<file path="config.mk">
export PLATFORM = sky130hd
export DESIGN_NAME = manchester_unescape
export DESIGN_NICKNAME = d
export VERILOG_FILES = /design/src/rtl/manchester_unescape_pkg.sv /design/src/rtl/manchester_unescape.sv
export SDC_FILE = /design/constraint.sdc
export NUM_CORES = 1
export LEC_CHECK = 0
export BUFFER_PORTS_ARGS = -buffer_cell sky130_fd_sc_hd__buf_4
export CORE_MARGIN = 1.5
export CORE_UTILIZATION = 54
export CTS_BUF_LIST = sky130_fd_sc_hd__clkbuf_8 sky130_fd_sc_hd__clkbuf_16
export DETAILED_ROUTE_END_ITERATION = 8
export MAX_ROUTING_LAYER = met4
export PLACE_DENSITY_LB_ADDON = 0.2
export SETUP_SLACK_MARGIN = 0.05
export SLEW_MARGIN = 20
export SYNTH_ARGS = -nofsm -noshare
export SYNTH_HDL_FRONTEND = slang
export SYNTH_SLANG_ARGS = --single-unit
</file>
<file path="constraint.sdc">
create_clock -name aclk -period 3.3 [get_ports aclk]
set_input_delay 0.165 -clock aclk [delete_from_list [all_inputs] [get_ports aclk]]
set_output_delay 0.165 -clock aclk [all_outputs]
set_load 0.05 [all_outputs]
</file>
<file path="src/rtl/manchester_unescape_pkg.sv">
// Shared line-coding symbols for the Manchester link escaper/unescaper pair.
// Both ends take their defaults from here so the code tables cannot diverge.
package manchester_unescape_pkg;

    localparam int unsigned DATA_WIDTH_DEF     = 8;
    localparam int unsigned ERR_CNT_WIDTH_DEF  = 16;

    // Reserved line symbol; never appears raw in a well-formed payload.
    localparam logic [7:0]  ESCAPED_SYMBOL_DEF = 8'hD5;
    // Prefix that introduces a two-byte escape pair.
    localparam logic [7:0]  ESCAPE_SYMBOL_DEF  = 8'hE5;
    // Follower that encodes the reserved symbol inside a pair.
    localparam logic [7:0]  REPLACE_SYMBOL_DEF = 8'hF5;

endpackage : manchester_unescape_pkg

</file>
<file path="src/rtl/manchester_unescape.sv">
// Receive-side unescaper: collapses escape pairs back to payload bytes and
// forwards malformed sequences with a per-beat error flag (m_axis_tuser), so
// frame boundaries are always preserved. One output register stage.
module manchester_unescape
    import manchester_unescape_pkg::*;
#(
    parameter int unsigned              DATA_WIDTH     = DATA_WIDTH_DEF,
    parameter logic [DATA_WIDTH-1:0]    ESCAPED_SYMBOL = DATA_WIDTH'(ESCAPED_SYMBOL_DEF),
    parameter logic [DATA_WIDTH-1:0]    ESCAPE_SYMBOL  = DATA_WIDTH'(ESCAPE_SYMBOL_DEF),
    parameter logic [DATA_WIDTH-1:0]    REPLACE_SYMBOL = DATA_WIDTH'(REPLACE_SYMBOL_DEF),
    parameter int unsigned              ERR_CNT_WIDTH  = ERR_CNT_WIDTH_DEF
) (
    input  logic                        aclk,
    input  logic                        aresetn,
    input  logic [DATA_WIDTH-1:0]       s_axis_tdata,
    input  logic                        s_axis_tvalid,
    output logic                        s_axis_tready,
    input  logic                        s_axis_tlast,
    output logic [DATA_WIDTH-1:0]       m_axis_tdata,
    output logic                        m_axis_tvalid,
    input  logic                        m_axis_tready,
    output logic                        m_axis_tlast,
    output logic                        m_axis_tuser,
    output logic                        err_pulse,
    output logic [ERR_CNT_WIDTH-1:0]    err_count
);

    typedef enum logic {
        ST_NORMAL   = 1'b0,
        ST_ESC_SEEN = 1'b1
    } state_e;

    localparam logic [ERR_CNT_WIDTH-1:0] ERR_CNT_MAX = {ERR_CNT_WIDTH{1'b1}};

    state_e                     state_q,     state_d;
    logic [DATA_WIDTH-1:0]      tdata_q,     tdata_d;
    logic                       tvalid_q,    tvalid_d;
    logic                       tlast_q,     tlast_d;
    logic                       tuser_q,     tuser_d;
    logic                       err_pulse_q, err_pulse_d;
    logic [ERR_CNT_WIDTH-1:0]   err_count_q, err_count_d;

    logic                       ready_s;
    logic                       accept_s;
    logic                       load_s;
    logic                       bad_s;
    logic [DATA_WIDTH-1:0]      out_byte_s;

    // The output register may take a new beat when empty or draining this cycle.
    assign ready_s  = aresetn && (!tvalid_q || m_axis_tready);
    assign accept_s = s_axis_tvalid && ready_s;

    // Decode the accepted beat: decide whether it produces output, what byte, and whether it is malformed.
    always_comb begin
        state_d    = state_q;
        load_s     = 1'b0;
        bad_s      = 1'b0;
        out_byte_s = s_axis_tdata;
        if (accept_s) begin
            case (state_q)
                ST_NORMAL: begin
                    if (s_axis_tdata == ESCAPE_SYMBOL) begin
                        if (s_axis_tlast) begin
                            // Prefix with nothing left in the frame to pair with.
                            load_s = 1'b1;
                            bad_s  = 1'b1;
                        end else begin
                            // Prefix is swallowed; the follower completes the pair.
                            state_d = ST_ESC_SEEN;
                        end
                    end else if (s_axis_tdata == ESCAPED_SYMBOL) begin
                        load_s = 1'b1;
                        bad_s  = 1'b1;
                    end else begin
                        load_s = 1'b1;
                    end
                end
                ST_ESC_SEEN: begin
                    state_d = ST_NORMAL;
                    load_s  = 1'b1;
                    if (s_axis_tdata == REPLACE_SYMBOL) begin
                        out_byte_s = ESCAPED_SYMBOL;
                    end else if (s_axis_tdata == ESCAPE_SYMBOL) begin
                        out_byte_s = ESCAPE_SYMBOL;
                    end else begin
                        bad_s = 1'b1;
                    end
                end
                default: begin
                    state_d = ST_NORMAL;
                end
            endcase
        end else begin
            state_d = state_q;
        end
    end

    // Next-state for the output register, error strobe and saturating error counter.
    always_comb begin
        tdata_d     = tdata_q;
        tvalid_d    = tvalid_q;
        tlast_d     = tlast_q;
        tuser_d     = tuser_q;
        err_pulse_d = 1'b0;
        err_count_d = err_count_q;
        if (load_s) begin
            tdata_d     = out_byte_s;
            tvalid_d    = 1'b1;
            tlast_d     = s_axis_tlast;
            tuser_d     = bad_s;
            err_pulse_d = bad_s;
            if (bad_s && (err_count_q != ERR_CNT_MAX)) begin
                err_count_d = err_count_q + ERR_CNT_WIDTH'(1);
            end else begin
                err_count_d = err_count_q;
            end
        end else if (tvalid_q && m_axis_tready) begin
            tvalid_d = 1'b0;
        end else begin
            tvalid_d = tvalid_q;
        end
    end

    // State and output registers with synchronous active-low reset.
    always_ff @(posedge aclk) begin
        if (!aresetn) begin
            state_q     <= ST_NORMAL;
            tdata_q     <= {DATA_WIDTH{1'b0}};
            tvalid_q    <= 1'b0;
            tlast_q     <= 1'b0;
            tuser_q     <= 1'b0;
            err_pulse_q <= 1'b0;
            err_count_q <= {ERR_CNT_WIDTH{1'b0}};
        end else begin
            state_q     <= state_d;
            tdata_q     <= tdata_d;
            tvalid_q    <= tvalid_d;
            tlast_q     <= tlast_d;
            tuser_q     <= tuser_d;
            err_pulse_q <= err_pulse_d;
            err_count_q <= err_count_d;
        end
    end

    assign s_axis_tready = ready_s;
    assign m_axis_tdata  = tdata_q;
    assign m_axis_tvalid = tvalid_q;
    assign m_axis_tlast  = tlast_q;
    assign m_axis_tuser  = tuser_q;
    assign err_pulse     = err_pulse_q;
    assign err_count     = err_count_q;

endmodule : manchester_unescape

</file>
Yosys cells after proc, flatten, opt, wreduce, memory -nomap -nowiden
Index checks and enable logic that the tools add are counted.
{"block": "totals", "input_bits": 13, "ff_bits": 29, "elab_cells": 41}
{"block": "classes", "n_eq_ne": 4, "n_mux": 19, "bitwise": 1, "reduce_logical": 9, "add_sub_neg": 1}
{"cell": "$mux 8", "n": 4}
{"cell": "$eq 8x8->1 const B", "n": 3}
{"cell": "$add 16x1->16 const B", "n": 1}
{"cell": "$ne 16x16->1 const B", "n": 1}
{"cell": "$mux 1", "n": 12}
{"cell": "$pmux 1 s2", "n": 3}
{"cell": "$logic_and 1x1->1", "n": 4}
{"cell": "$reduce_and 2->1", "n": 2}
{"cell": "$reduce_bool 2->1", "n": 1}
{"cell": "$logic_not 1->1", "n": 1}
{"cell": "$logic_or 1x1->1", "n": 1}
{"cell": "$not 1->1", "n": 1}

Depth between registers and ports, before layout
{"block": "depth", "word_depth": 7, "mapped_depth": 7, "depth_no_buf": 6}

Worst setup path after synthesis
OpenSTA, ideal clock, no wires.
{"block": "synth_timing", "path_type": "register -> register", "startpoint": "reg err_count_q[7] (netlist: err_count[7])", "endpoint": "reg err_count_q[2] (netlist: err_count[2])", "setup_slack_ns": 1.119, "synth_period_minus_slack_ns": 2.181, "t_required_ns": 3.150, "stages_incl_launch_ff": 6, "n_path_buf": 0, "setup_time_ns": 0.150, "arrival_ns": 2.031, "cell_sequence": "dfxtp_1 > nand4_1 > or4_4 > or2_4 > and3_4 > mux2i_1"}
{"block": "synth_via", "elab_chain_len": 3}
{"element": "start, declared", "line_no": "manchester_unescape.sv:41", "source": "logic [ERR_CNT_WIDTH-1:0] err_count_q, err_count_d;"}
{"element": "start signal, assigned", "line_no": "manchester_unescape.sv:133", "source": "err_count_q <= {ERR_CNT_WIDTH{1'b0}};"}
{"element": "start signal, assigned", "line_no": "manchester_unescape.sv:141", "source": "err_count_q <= err_count_d;"}
{"element": "$ne 16x16->1", "line_no": "manchester_unescape.sv:112", "source": "if (bad_s && (err_count_q != ERR_CNT_MAX)) begin"}
{"element": "$logic_and 1x1->1", "line_no": "manchester_unescape.sv:112"}
{"element": "$reduce_and 2->1 (no source line)"}
Every way passes these cells.
A chain may end at the register's enable or synchronous reset.

Worst setup path after layout
{"block": "layout_timing", "startpoint": "reg state_q", "endpoint": "reg err_count_q[14] (netlist: err_count[14])"}
{"block": "layout_via", "elab_chain_len": 5}
{"element": "start, declared", "line_no": "manchester_unescape.sv:35", "source": "state_e state_q, state_d;"}
{"element": "start signal, assigned", "line_no": "manchester_unescape.sv:135", "source": "state_q <= state_d;"}
{"element": "$not 1->1"}
{"element": "$pmux 1 s2", "line_no": "manchester_unescape.sv:60", "source": "case (state_q)"}
{"element": "$mux 1", "line_no": "manchester_unescape.sv:59", "source": "if (accept_s) begin"}
{"element": "$logic_and 1x1->1", "line_no": "manchester_unescape.sv:112"}
{"element": "$reduce_and 2->1 (no source line) *"}
Mark *: on every way between the ends. The rest lies on a longest branch, timed or not.

==> impl_metrics.json <==
{
  "cts-root-buf": "clkbuf_8",
  "max_freq_ghz": 0.485,
  "cp_cell_sequence": "nor4bb_1, o2111ai_1, a21o_1, or4_1, a21oi_1",
  "netlist_instances": 157,
  "p_leak_nw": 0.677,
  "grt_pass1_vias": 1218,
  "cts_setup_buffers": 0,
  "cts_resized": 0,
  "ff2ff_path_depth": 5,
  "die_area_um2": 2850,
  "routedWlPerCell_um": 14.2,
  "hold_path_end": "m_axis_tdata[3]",
  "synth_ff_type": "dfxtp_1",
  "globalRouteOverflowTotal": 0,
  "reg2reg_to": "err_count[14]",
  "syn_area_um2": 1370,
  "grt_pass1_wl_mm": 5.09,
  "r2r_start": "state_q",
  "cp_slowest_cell": "or4_1",
  "viasPerCell": 5.74,
  "worstSetupPathType": "flip-flop to flip-flop",
  "status": "complete, no violations",
  "met3_length_um": 149,
  "min_period_over_period_pct": 62.4,
  "antennaDiodeCount": 0,
  "nFillCells": 211,
  "ant_nets": 0,
  "start_util_pct": 56.3,
  "synthTopCellsByArea": "dfxtp_1 42%, mux2i_1 9.5%, nand2_1 5.2%",
  "grt_max_degree": 25,
  "p_comb_share_pct": 12.7,
  "yosysSeqAreaShare_pct": 42.4,
  "yosysUniqueCellTypes": 38,
  "setup_ws_ns": 1.24,
  "grt_usage_pct": 26.1,
  "hold_depth": 3,
  "ys_seq_elements": 29,
  "drt_iter0_markers": 19,
  "ir_worst_vdd_mv": 0.403,
  "switchingPower_mw": 0.200,
  "critPathBufInv": 0,
  "startpoint_type": "flip-flop",
  "finalSetupViolCount": 0,
  "synth_top_family_by_area": "simple AND/OR/NAND/NOR gates",
  "synth.area.mux_share_pct": 9.50,
  "clock_latency_ns": 0.29,
  "synth_common_cells": "29 x dfxtp_1, 19 x nand2_1, 13 x mux2i_1",
  "crit_path_max_incr_delay_ns": 0.59,
  "required_ns": 3.51,
  "rows": 18,
  "crit_family": "simple AND/OR/NAND/NOR gates",
  "rsz0062_at_grt": "false",
  "core-area_um2": 2430,
  "io_pins": 42,
  "synth-edff-count": 0,
  "multi_input_area_um2": 729,
  "synthArstFlopShare_pct": 0,
  "hold_class": "input pin to flip-flop",
  "drv_cap": 0,
  "dr.max_layer_used": "met4",
  "crit_fanout": 24,
  "clk_pin_slew_ns": 0.06,
  "post-dp-hpwl_mm": 2.28,
  "dieWidth_um": 53.4,
  "syn-num-nets": 171,
  "yosys.area_share.simple_pct": 27.3,
  "fin_tns_setup_ns": 0,
  "clock_path_buffers": 2,
  "clkPwrFrac_pct": 38.8,
  "synth_warnings": 0,
  "vias": 1308,
  "power.density_nw_per_um2": 427,
  "holdWs_ns": 0.124,
  "synth_fa_ha_area_share_pct": 0.913,
  "io_buffers": 41,
  "seqCellArea_um2": 581,
  "final.setup_skew_ns": 0.00546,
  "internal_power_mw": 0.555,
  "wl_met2_mm": 1.71,
  "hold_buffers": 0,
  "nets": 212,
  "synth.most_common_cell": "dfxtp_1",
  "htreeDepth": 2,
  "dieHeight_um": 53.4,
  "arrival_ns": 2.27,
  "cts_tree": "yes",
  "switching_share_pct": 26.5,
  "synth.top_cell.area_share_pct": 42.4,
  "finalMaxSlewViolations": 0,
  "rrSetupSlack_ns": 1.24,
  "layout-drive-gt1-share_pct": 27.3,
  "dpl_worst_slack_ns": 1.30,
  "seqPwrFrac_pct": 48.5,
  "clkSinkCount": 29,
  "tightest_slew_ns": 0.658,
  "gp_congestion": 0.810,
  "synth_xor_area_share_pct": 0,
  "end_kind": "flip-flop",
  "hold_start": "s_axis_tdata[3]",
  "period_minus_slack_ns": 2.06,
  "maxSlewHeadroom_pct": 56.1,
  "numCtsBuffers": 5,
  "synth-compound-area-share_pct": 15.5,
  "drc": 0,
  "antenna_found_initial": 0,
  "worst-path-stages": 5,
  "hold_violations": 0,
  "synth_top_area_cell": "dfxtp_1",
  "routed_wl_mm": 3.25,
  "wl_met1_mm": 1.32,
  "syn_avg_cell_area_um2": 8.73,
  "area_delta_synth_final_pct": 29.0,
  "dr.pass1.iters": 4
}
==> state kept, by name, indices dropped and copies added (netlist names) <==
register / cells
err_count: 16
m_axis_tdata: 8
err_pulse: 1
m_axis_tlast: 1
m_axis_tuser: 1
m_axis_tvalid: 1
state_q: 1
==> cell families (layout without fill, tap and decap cells) <==
kind of cell / count (synthesis) / in the layout
and+or+nand+nor: 69 / 69
AOI/OAI and AO/OA: 31 / 31
DFF: 29 / 29
buffers and inverters: 14 / 55
muxes: 13 / 13
adders and majority gates: 1 / 1
==> worst min-delay path, cell delays in order <==
cell     delay (ns)
buf_4          0.08
mux2i_1        0.06
nor2_1         0.07
==> power by group through the flow <==
stage | Sequential, mW | Combinational [mW] | Clock, mW
floorplan | 0.402 | 0.0337 | 0
global placement | 0.373 | 0.0938 | 0
detailed placement | 0.373 | 0.0960 | 0
CTS | 0.366 | 0.0964 | 0.296
global route | 0.367 | 0.103 | 0.308
finish | 0.366 | 0.0963 | 0.293
==> worst max path at each step <==
stage / start / to
after floorplan: err_count[7] / err_count[2]
after global placement: s_axis_tdata[0] / err_count[14]
after detailed placement: state_q / err_count[8]
after CTS: state_q / err_count[14]
after global routing: state_q / err_count[14]
final: state_q / err_count[14]
==> placed cells by master, fill, tap and decap left out, drive strengths merged, types with 2 or more instances in the layout <==
cell / Yosys / layout
dfxtp: 29 / 29
o31ai: 5 / 5
nor3: 2 / 2
a21oi: 11 / 11
clkbuf: 3 / 6
o21ai: 4 / 4
nand2b: 6 / 6
inv: 6 / 7
or4: 5 / 5
nand3: 10 / 10
nand2: 19 / 19
o311ai: 2 / 2
o311a: 2 / 2
mux2i: 13 / 13
buf: 4 / 41
nor4: 4 / 4
nor2: 12 / 12
nand4: 4 / 4
==> per-stage QoR <==
step	power [mW]	area [µm²]	util (%)	instances
6_report	0.755	1770	72.7	228
3_3_place_gp	0.467	1680	69.1	221
2_1_floorplan	0.435	1370	-	157
5_1_grt	0.778	1770	72.7	228
3_5_place_dp	0.469	1680	69.1	221
4_1_cts	0.758	1770	72.7	228
==> area by class of cell <==
class	count	area share (%)
Sequential cell	29	32.8
Tap cell	30	2.12
Clock inverter	1	0.212
Clock buffer	6	4.67
Timing Repair Buffer	41	17.4
Inverter	7	1.49
Multi-Input combinational cell	114	41.3
==> per-layer routing <==
layer / vias up / global-route usage [%]
li1: 656 / -
met3: 8 / 5.93
met5: - / -
met2: 38 / 45.1
met1: 606 / 26.5
met4: 0 / 16.2
No activity file was read; power rests on OpenSTA's default activity.
